### src/rtl/uart_pkg.sv
`default_nettype none
// +------------------------------------------------------------------+
// | uart_pkg: shared constants and receiver state encoding            |
// | Rev 1.0                                                           |
// +------------------------------------------------------------------+
package uart_pkg;

    localparam int UART_DATA_BITS            = 8;
    localparam int UART_DEFAULT_CLKS_PER_BIT = 2170;

    typedef enum logic [2:0] {
        ST_IDLE      = 3'd0,
        ST_START     = 3'd1,
        ST_DATA      = 3'd2,
        ST_PARITY    = 3'd3,
        ST_STOP      = 3'd4,
        ST_WAIT_HIGH = 3'd5
    } uart_rx_state_e;

endpackage
`default_nettype wire

### src/rtl/uart_rx_fifo.sv
`default_nettype none
// +------------------------------------------------------------------+
// | uart_rx_fifo: first-word-fall-through byte buffer                 |
// | Rev 1.0                                                           |
// +------------------------------------------------------------------+
module uart_rx_fifo
    import uart_pkg::*;
#(
    parameter int FIFO_DEPTH = 4
) (
    input  logic                      clock,
    input  logic                      reset,
    input  logic                      push,
    input  logic [UART_DATA_BITS-1:0] push_data,
    input  logic                      pop,
    output logic                      full,
    output logic                      empty,
    output logic [UART_DATA_BITS-1:0] head
);

    localparam int PW = $clog2(FIFO_DEPTH);

    logic [UART_DATA_BITS-1:0] r_mem [FIFO_DEPTH];
    logic [PW-1:0]             r_wr_ptr;
    logic [PW-1:0]             r_rd_ptr;
    logic [PW:0]               r_count;
    logic                      w_wr;
    logic                      w_rd;

    assign full  = (r_count == (PW+1)'(FIFO_DEPTH));
    assign empty = (r_count == '0);
    // Gate the head so rx_data reads zero whenever nothing is buffered.
    assign head  = empty ? '0 : r_mem[r_rd_ptr];

    assign w_rd = pop && !empty;
    assign w_wr = push && (!full || w_rd);

    always_ff @(posedge clock) begin
        if (w_wr) begin
            r_mem[r_wr_ptr] <= push_data;
        end
    end

    always_ff @(posedge clock or posedge reset) begin
        if (reset) begin
            r_wr_ptr <= '0;
            r_rd_ptr <= '0;
            r_count  <= '0;
        end else begin
            if (w_wr) r_wr_ptr <= r_wr_ptr + PW'(1);
            if (w_rd) r_rd_ptr <= r_rd_ptr + PW'(1);
            case ({w_wr, w_rd})
                2'b10:   r_count <= r_count + (PW+1)'(1);
                2'b01:   r_count <= r_count - (PW+1)'(1);
                default: r_count <= r_count;
            endcase
        end
    end

endmodule
`default_nettype wire

### src/rtl/uart_rx_deser.sv
`default_nettype none
// +------------------------------------------------------------------+
// | uart_rx_deser: 8N1 (8E1 with UART_RX_PARITY_EN) serial receiver   |
// | feeding a FWFT byte FIFO. Rev 1.0                                 |
// +------------------------------------------------------------------+
module uart_rx_deser
    import uart_pkg::*;
#(
    parameter int CLKS_PER_BIT = UART_DEFAULT_CLKS_PER_BIT,
    parameter int FIFO_DEPTH   = 4
) (
    input  logic                      clock,
    input  logic                      reset,
    input  logic                      uart_rx,
    output logic [UART_DATA_BITS-1:0] rx_data,
    output logic                      rx_valid,
    input  logic                      rx_ready,
    output logic                      frame_err,
    output logic                      parity_err,
    output logic                      overrun,
    output logic                      busy
);

    localparam int          CW        = $clog2(CLKS_PER_BIT);
    localparam int          BW        = $clog2(UART_DATA_BITS);
    localparam logic [CW-1:0] C_HALF_TC = CW'(CLKS_PER_BIT/2 - 1);
    localparam logic [CW-1:0] C_FULL_TC = CW'(CLKS_PER_BIT - 1);
    localparam logic [BW-1:0] C_LAST_BIT = BW'(UART_DATA_BITS - 1);

    logic                      r_sync1;
    logic                      r_sync2;
    uart_rx_state_e            r_state;
    uart_rx_state_e            w_state_nxt;
    logic [CW-1:0]             r_cnt;
    logic [CW-1:0]             w_cnt_nxt;
    logic [BW-1:0]             r_bits;
    logic [BW-1:0]             w_bits_nxt;
    logic [UART_DATA_BITS-1:0] r_shift;
    logic [UART_DATA_BITS-1:0] w_shift_nxt;
    logic                      r_frame_err;
    logic                      w_fe_nxt;
    logic                      r_overrun;
    logic                      w_ov_nxt;
    logic                      w_push;
    logic                      w_pop;
    logic                      w_full;
    logic                      w_empty;
    logic                      w_rxs;
    logic                      w_tick;
`ifdef UART_RX_PARITY_EN
    logic                      r_par_bad;
    logic                      w_par_bad_nxt;
    logic                      r_parity_err;
    logic                      w_pe_nxt;
`endif

    assign w_rxs  = r_sync2;
    assign w_tick = (r_cnt == C_FULL_TC);
    assign w_pop  = rx_valid && rx_ready;

    always_ff @(posedge clock or posedge reset) begin
        if (reset) begin
            r_sync1 <= 1'b1;
            r_sync2 <= 1'b1;
            r_state <= ST_IDLE;
        end else begin
            r_sync1 <= uart_rx;
            r_sync2 <= r_sync1;
            r_state <= w_state_nxt;
        end
    end

    always_comb begin
        w_state_nxt = r_state;
        w_cnt_nxt   = r_cnt + CW'(1);
        w_bits_nxt  = r_bits;
        w_shift_nxt = r_shift;
        w_push      = 1'b0;
        w_fe_nxt    = 1'b0;
        w_ov_nxt    = 1'b0;
`ifdef UART_RX_PARITY_EN
        w_par_bad_nxt = r_par_bad;
        w_pe_nxt      = 1'b0;
`endif
        case (r_state)
            ST_IDLE: begin
                w_cnt_nxt = '0;
                if (!w_rxs) begin
                    w_bits_nxt  = '0;
                    w_state_nxt = ST_START;
                end
            end
            ST_START: begin
                if (r_cnt == C_HALF_TC) begin
                    w_cnt_nxt   = '0;
                    w_state_nxt = w_rxs ? ST_IDLE : ST_DATA;
                end
            end
            ST_DATA: begin
                if (w_tick) begin
                    w_cnt_nxt   = '0;
                    w_shift_nxt = {w_rxs, r_shift[UART_DATA_BITS-1:1]};
                    w_bits_nxt  = r_bits + BW'(1);
                    if (r_bits == C_LAST_BIT) begin
`ifdef UART_RX_PARITY_EN
                        w_state_nxt = ST_PARITY;
`else
                        w_state_nxt = ST_STOP;
`endif
                    end
                end
            end
`ifdef UART_RX_PARITY_EN
            ST_PARITY: begin
                if (w_tick) begin
                    w_cnt_nxt     = '0;
                    w_par_bad_nxt = ^{r_shift, w_rxs};
                    w_state_nxt   = ST_STOP;
                end
            end
`endif
            ST_STOP: begin
                if (w_tick) begin
                    w_cnt_nxt   = '0;
                    w_state_nxt = ST_IDLE;
                    // A bad stop bit wins over any parity verdict for the frame.
                    if (!w_rxs) begin
                        w_fe_nxt    = 1'b1;
                        w_state_nxt = ST_WAIT_HIGH;
                    end
`ifdef UART_RX_PARITY_EN
                    else if (r_par_bad) begin
                        w_pe_nxt = 1'b1;
                    end
`endif
                    else begin
                        w_push   = 1'b1;
                        w_ov_nxt = w_full && !w_pop;
                    end
                end
            end
            ST_WAIT_HIGH: begin
                w_cnt_nxt = '0;
                if (w_rxs) w_state_nxt = ST_IDLE;
            end
            default: begin
                w_cnt_nxt   = '0;
                w_state_nxt = ST_IDLE;
            end
        endcase
    end

    always_ff @(posedge clock or posedge reset) begin
        if (reset) begin
            r_cnt       <= '0;
            r_bits      <= '0;
            r_shift     <= '0;
            r_frame_err <= 1'b0;
            r_overrun   <= 1'b0;
        end else begin
            r_cnt       <= w_cnt_nxt;
            r_bits      <= w_bits_nxt;
            r_shift     <= w_shift_nxt;
            r_frame_err <= w_fe_nxt;
            r_overrun   <= w_ov_nxt;
        end
    end

`ifdef UART_RX_PARITY_EN
    always_ff @(posedge clock or posedge reset) begin
        if (reset) begin
            r_par_bad    <= 1'b0;
            r_parity_err <= 1'b0;
        end else begin
            r_par_bad    <= w_par_bad_nxt;
            r_parity_err <= w_pe_nxt;
        end
    end
    assign parity_err = r_parity_err;
`else
    assign parity_err = 1'b0;
`endif

    uart_rx_fifo #(
        .FIFO_DEPTH (FIFO_DEPTH)
    ) u_fifo (
        .clock     (clock),
        .reset     (reset),
        .push      (w_push),
        .push_data (r_shift),
        .pop       (w_pop),
        .full      (w_full),
        .empty     (w_empty),
        .head      (rx_data)
    );

    assign rx_valid  = !w_empty;
    assign frame_err = r_frame_err;
    assign overrun   = r_overrun;
    assign busy      = (r_state != ST_IDLE);

endmodule
`default_nettype wire

### config.mk
export PLATFORM = sky130hd
export DESIGN_NAME = uart_rx_deser
export DESIGN_NICKNAME = d
export VERILOG_FILES = /design/src/rtl/uart_pkg.sv /design/src/rtl/uart_rx_fifo.sv /design/src/rtl/uart_rx_deser.sv
export SDC_FILE = /design/constraint.sdc
export NUM_CORES = 1
export LEC_CHECK = 0
export CELL_PAD_IN_SITES_DETAIL_PLACEMENT = 1
export CELL_PAD_IN_SITES_GLOBAL_PLACEMENT = 2
export CORE_MARGIN = 3
export CORE_UTILIZATION = 42
export DETAILED_ROUTE_END_ITERATION = 10
export GPL_ROUTABILITY_DRIVEN = 0
export PLACE_DENSITY_LB_ADDON = 0.1
export SLEW_MARGIN = 20
export SYNTH_ARGS = -nofsm -noshare
export SYNTH_HDL_FRONTEND = slang
export SYNTH_SLANG_ARGS = --single-unit
### constraint.sdc
create_clock -name clock -period 3.17 [get_ports clock]
set_input_delay 0.634 -clock clock [delete_from_list [all_inputs] [get_ports clock]]
set_output_delay 0.634 -clock clock [all_outputs]
set_load 0.02 [all_outputs]
**Word level (Yosys, flattened, before mapping)**

Memories as Yosys holds them, arrays and structs flattened.
Cells that the tools add are included.
Widths: inputs -> output; s select.

- Add/sub/neg operators: 6
- Eq/ne operators: 16
- Multiplexer cells: 28
- Reductions and logical operators: 17

Operator list:

| operator | count |
|---|---|
| $mux 3 | 9 |
| $mux 12 | 2 |
| $pmux 12 s2 | 1 |
| $pmux 3 s5 | 1 |
| $add 12x1->12 const B | 1 |
| $eq 12x11->1 const B | 1 |
| $eq 12x12->1 const B | 1 |
| $eq 3x3->1 const B | 4 |
| $ne 2x2->1 const B | 6 |
| $pmux 3 s2 | 2 |
| $mux 1 | 11 |
| $mux 8 | 1 |
| $add 3x1->3 const B | 2 |
| $logic_not 3->1 | 2 |
| $reduce_and 6->1 | 1 |
| $add 2x1->2 const B | 2 |
| $logic_and 1x1->1 | 4 |
| $reduce_bool 2->1 | 2 |
| $eq 3x1->1 const B | 1 |
| $eq 3x2->1 const B | 1 |
| $logic_not 1->1 | 3 |
| $reduce_and 3->1 | 1 |
| $reduce_bool 3->1 | 1 |
| $sub 3x1->3 const B | 1 |
| other kinds (6) | 6 |

- Flip-flop bits (word level): 37
- RAM bits: 32
- Bits of input ports: 4
- Output and inout bits: 13
- Word-level logic and storage cells: 79
- Memories kept: 1

Memory list:

| memory | words | bits a word | rd ports | clocked after Yosys merged registers in | write ports | line | source |
|---|---|---|---|---|---|---|---|
| u_fifo.r_mem | 4 | 8 | 1 | 0 | 1 | uart_rx_fifo.sv:23 | `logic [UART_DATA_BITS-1:0] r_mem [FIFO_DEPTH];` |

**Logic depth before layout (Yosys ltp)**

- Depth after elaboration: 8
- Gate-level depth with buffers: 9
- Gate-level depth less buffers: 9

**By module**

A second synthesis with hierarchy kept.

- Cells, all modules: 229
- Area total of the unflattened synthesis: 3133.0 µm²

Modules (own cells, without submodules):

| module | instances | cells each | area an instance (µm²) | sequential area each (µm²) |
|---|---|---|---|---|
| uart_rx_fifo | 1 | 91 | 1649.1 | 1136.1 |
| uart_rx_deser | 1 | 138 | 1483.9 | 753.2 |

**Worst setup path before layout**

OpenSTA, ideal clock, no wires.

- Path type: register to register
- Start: register r_cnt[7]
- End: register u_fifo.r_count[2]
- Library setup time: 123 ps
- Data arrival time: 2130 ps
- Required time: 3047 ps
- Path slack: 916 ps
- Stages on the path, launching flop included: 8
- Path buffers: 0
- Clock period less this slack: 2254 ps
- Cells stage by stage: dfrtp_1 or3_4 nor4_4 nor2_1 fa_1 nor3_1 a31oi_2 xnor2_1

- Longest elaborated chain between the ends: 6
- Elaborated cells between the ends (all ways): 8
- Classes of those cells: 3 x eq/ne; 3 x mux; 2 x reduce/logical

RTL lines:

| what | line | source |
|---|---|---|
| start, declared | uart_rx_deser.sv:34 | `logic [CW-1:0] r_cnt;` |
| start signal, assigned | uart_rx_deser.sv:161 | `r_cnt <= w_cnt_nxt;` |
| $eq 12x12->1 (*) | uart_rx_deser.sv:58 | `assign w_tick = (r_cnt == C_FULL_TC);` |
| $mux 1 (*) | uart_rx_deser.sv:123 | `if (w_tick) begin` |
| $mux 1 (*) | uart_rx_deser.sv:85 | `case (r_state)` |
| $logic_and 1x1->1 (*) | uart_rx_fifo.sv:36 | `assign w_wr = push && (!full \|\| w_rd);` |
| $eq 2x1->1 / $eq 2x2->1 (equally long branches) | uart_rx_fifo.sv:52 | `case ({w_wr, w_rd})` |
| $pmux 3 s2 / $reduce_bool 2->1 (equally long branches) | - |  |
| end signal, assigned | uart_rx_fifo.sv:53 | `2'b10: r_count <= r_count + (PW+1)'(1);` |
| end signal, assigned | uart_rx_fifo.sv:54 | `2'b01: r_count <= r_count - (PW+1)'(1);` |
| end signal, assigned | uart_rx_fifo.sv:55 | `default: r_count <= r_count;` |
| end, declared | uart_rx_fifo.sv:26 | `logic [PW:0] r_count;` |

Mark *: on every way between the ends. The rest lies on a longest branch, timed or not.
A chain may end at the register's enable or synchronous reset.

**Worst setup path in the final report**

- Start: register u_fifo.r_rd_ptr[0]
- End: output port rx_data[3]

- Longest elaborated chain between the ends: 2

RTL lines:

| what | line | source |
|---|---|---|
| start, declared | uart_rx_fifo.sv:25 | `logic [PW-1:0] r_rd_ptr;` |
| start signal, assigned | uart_rx_fifo.sv:51 | `if (w_rd) r_rd_ptr <= r_rd_ptr + PW'(1);` |
| $mem_v2 4x8 | - |  |
| $mux 8 | uart_rx_fifo.sv:33 | `assign head = empty ? '0 : r_mem[r_rd_ptr];` |
| end, declared | uart_rx_deser.sv:15 | `output logic [UART_DATA_BITS-1:0] rx_data,` |

No other way between the ends.

==> impl_metrics.json <==
{
  "p_int_mw": 1.30,
  "cts_sinks": 69,
  "grt-ovfl-total": 0,
  "comb_power_share_pct": 1.2,
  "synth_area_um2": 3070,
  "routedWlPerCell_um": 16.2,
  "post_cts_buffers": 0,
  "setup.worst_path.start_class": "flop",
  "syn_inst": 223,
  "hold_class": "flop to flop",
  "cts_root_buf": "clkbuf_8",
  "max_freq_mhz": 342,
  "path_clk_slew_ns": 0.07,
  "io_buffer_count": 15,
  "fillers": 708,
  "fin_crit_sh_pct": 92.3,
  "clockBufferDepth": 2,
  "tightest_slew_ns": 0.743,
  "yosysWarnings": 0,
  "synth_nets": 237,
  "firstDrtPassIters": 4,
  "antenna_left": 0,
  "worstSetupPathType": "flop to output pin",
  "vias": 1768,
  "syn2layout_area_growth_pct": 14.3,
  "core_region_area_um2": 6940,
  "die_h_um": 91.5,
  "dp_hpwl_mm": 4.21,
  "drive_gt1_share_pct": 16.8,
  "ir_drop_uv": 268,
  "arrival_ns": 2.29,
  "instances_no_fill": 346,
  "finalMaxSlewViolations": 0,
  "ctsResizeCount": 0,
  "numCtsBuffers": 9,
  "vias_per_cell": 5.11,
  "grt_pass1_vias": 1903,
  "ys_seq_area_share_pct": 61.5,
  "diodes": 0,
  "synthTopCellsByArea": "edfxtp_1, dfrtp_1, mux4_2",
  "maxCapViolCount": 0,
  "grt_start_max_net_pins": 20,
  "cp_max_fo": 10,
  "insertion_delay_ns": 0.33,
  "finalWirelength_mm": 5.61,
  "gr-usage-all-layers_pct": 14.9,
  "slew_headroom_pct": 50.4,
  "power_frac_seq_pct": 57.9,
  "rsz0062_at_grt": "false",
  "final_nets": 259,
  "placementRows": 30,
  "yosysTopAreaCell": "edfxtp_1",
  "cp.required_ns": 2.54,
  "drc_errors": 0,
  "worstSetupEndpointType": "output pin",
  "status": "completed",
  "holdBufCountCts": 0,
  "finalSetupTns_ns": 0,
  "switchingPower_uw": 317,
  "ioPinCount": 17,
  "switching_share_pct": 19.6,
  "antenna_found_initial": 0,
  "reg2reg_slack_ns": 0.63,
  "setup_viol": 0,
  "clock_power_share_pct": 40.9,
  "ys_ff_latch": 69,
  "syn_area_per_cell_um2": 13.8,
  "power.leakage_nw": 1.47,
  "power_density_nw_per_um2": 460,
  "final_util_pct": 50.5,
  "cts_tree": "built",
  "hold_viol": 0,
  "start_util_pct": 44.2,
  "htreeDepth": 3,
  "clock_skew_ns": 0.0122,
  "fp.dieW_um": 91.5,
  "finalCriticalPeriod_ns": 2.92,
  "drtIter0Drc": 77,
  "dp_cells": 330,
  "synthDistinctLibCells": 40,
  "grt_pass1_wl_mm": 9.57,
  "dieArea_um2": 8380,
  "synth_top_area_share_pct": 31.3
}
-- Yosys cell counts (all sizes together) --
| cell type | number |
|---|---|
| nor3b | 2 |
| nand3 | 9 |
| o21ai | 10 |
| or3 | 3 |
| xor2 | 3 |
| a21oi | 1 |
| fa | 1 |
| nor4 | 1 |
| o41ai | 1 |
| mux4 | 8 |
| dfstp | 2 |
| dfrtp | 35 |
| a31oi | 2 |
| nand4bb | 3 |
| nor2 | 20 |
| inv | 9 |
| a41oi | 1 |
| buf | 5 |
| or4 | 1 |
| nand2 | 11 |
| edfxtp | 32 |
| nand4 | 3 |
| nor2b | 2 |
| or3b | 1 |
| or2 | 1 |
| ha | 9 |
| and2 | 12 |
| nand2b | 1 |
| or4b | 1 |
| nor3 | 7 |
| and3 | 2 |
| xnor2 | 13 |
| conb | 1 |
| clkbuf | 2 |
| mux2 | 8 |
-- metrics by stage --
stage | cell area [um2] | hold WS (ns) | setup slack [ns] | total power [mW]
after detailed placement | 3330 | 0.350 | 0.377 | 0.972
after global placement | 3330 | 0.349 | 0.467 | 0.971
after CTS | 3510 | 0.364 | 0.173 | 1.64
after global routing | 3510 | 0.369 | 0.0835 | 1.69
final | 3510 | 0.363 | 0.246 | 1.61
after floorplan | 3070 | 0.345 | 0.916 | 0.962
-- sequential cells by signal, summed over array words and instances (netlist names) --
signal / flops
r_shift: 8
u_fifo.r_mem: 32
r_sync1: 1
u_fifo.r_count: 3
r_bits: 3
r_cnt: 12
frame_err: 1
u_fifo.r_wr_ptr: 2
r_state: 3
u_fifo.r_rd_ptr: 2
overrun: 1
r_sync2: 1
-- cell type report --
| class | count | area, um2 | area share [%] |
|---|---|---|---|
| clock buffers | 11 | 131 | 3.74 |
| clock inverters | 5 | 51.3 | 1.46 |
| inverters | 9 | 33.8 | 0.963 |
| multi-input cells | 138 | 1110 | 31.7 |
| flip-flops and latches | 69 | 1890 | 53.8 |
| well taps | 96 | 120 | 3.42 |
| repair buffers | 18 | 173 | 4.92 |
-- kinds of logic after synthesis --
kind of cell / Yosys count / share of synthesized area [%]
AND/OR/NAND/NOR: 80 / 15.4
flip-flops: 69 / 61.5
XOR/XNOR: 16 / 4.56
multiplexers: 16 / 8.80
buffers and inverters: 16 / 2.32
AO/OA/AOI/OAI: 15 / 2.97
adder cells (fa/ha/maj): 10 / 4.32
other: 1 / 0.122
-- per-layer routing --
metal / vias up / routed length (um) / global-route usage (%)
met5: - / 0 / 0
met4: 0 / 55 / 4.52
met3: 7 / 156 / 4.56
met2: 27 / 2950 / 25.3
met1: 895 / 2450 / 18.1
li1: 839 / - / -
-- cell usage in the layout (no fill, tap or decap), drive strengths merged, types with 2 or more instances in the layout --
cell,netlist,routed
nand2,11,11
mux2,8,8
o21ai,10,10
and3,2,2
buf,5,3
nor3,7,7
dfrtp,35,35
nand3,9,9
clkinv,0,3
nor2,20,20
xnor2,13,13
nor2b,2,2
ha,9,9
nand4bb,3,3
inv,9,9
a31oi,2,2
xor2,3,3
nand4,3,3
and2,12,12
clkdlybuf4s50,0,15
dfstp,2,2
edfxtp,32,32
clkbuf,2,11
nor3b,2,2
mux4,8,8
or3,3,3
-- critical path: stages, from the launching register on --
cell and delay (ns):
dfrtp_1 0.69, mux4_2 0.57, and2_1 0.17, clkdlybuf4s50_1 0.54
-- final timing paths --
check | to | start | cells after the start
setup / recovery | rx_data[3] | u_fifo.r_rd_ptr[0]$_DFFE_PP0P_ | 3
hold / removal | r_sync2$_DFF_PP1_ | r_sync1$_DFF_PP1_ | 0
setup reg to reg | u_fifo.r_count[1]$_DFFE_PP0P_ | r_cnt[1]$_DFF_PP0_ | 8
hold reg to reg | r_sync2$_DFF_PP1_ | r_sync1$_DFF_PP1_ | 0
max in group asynchronous | r_sync1$_DFF_PP1_ | reset | 3
min in group asynchronous | overrun$_DFF_PP0_ | reset | 2
-- power groups by stage --
| stage | logic, mW | clock network [mW] | registers, mW |
|---|---|---|---|
| floorplan | 0.0108 | 0 | 0.951 |
| global placement | 0.0188 | 0 | 0.952 |
| detailed placement | 0.0197 | 0 | 0.952 |
| CTS | 0.0196 | 0.684 | 0.934 |
| global route | 0.0216 | 0.730 | 0.933 |
| finish | 0.0189 | 0.660 | 0.934 |
Note: power is estimated with default switching activity, not from simulation.
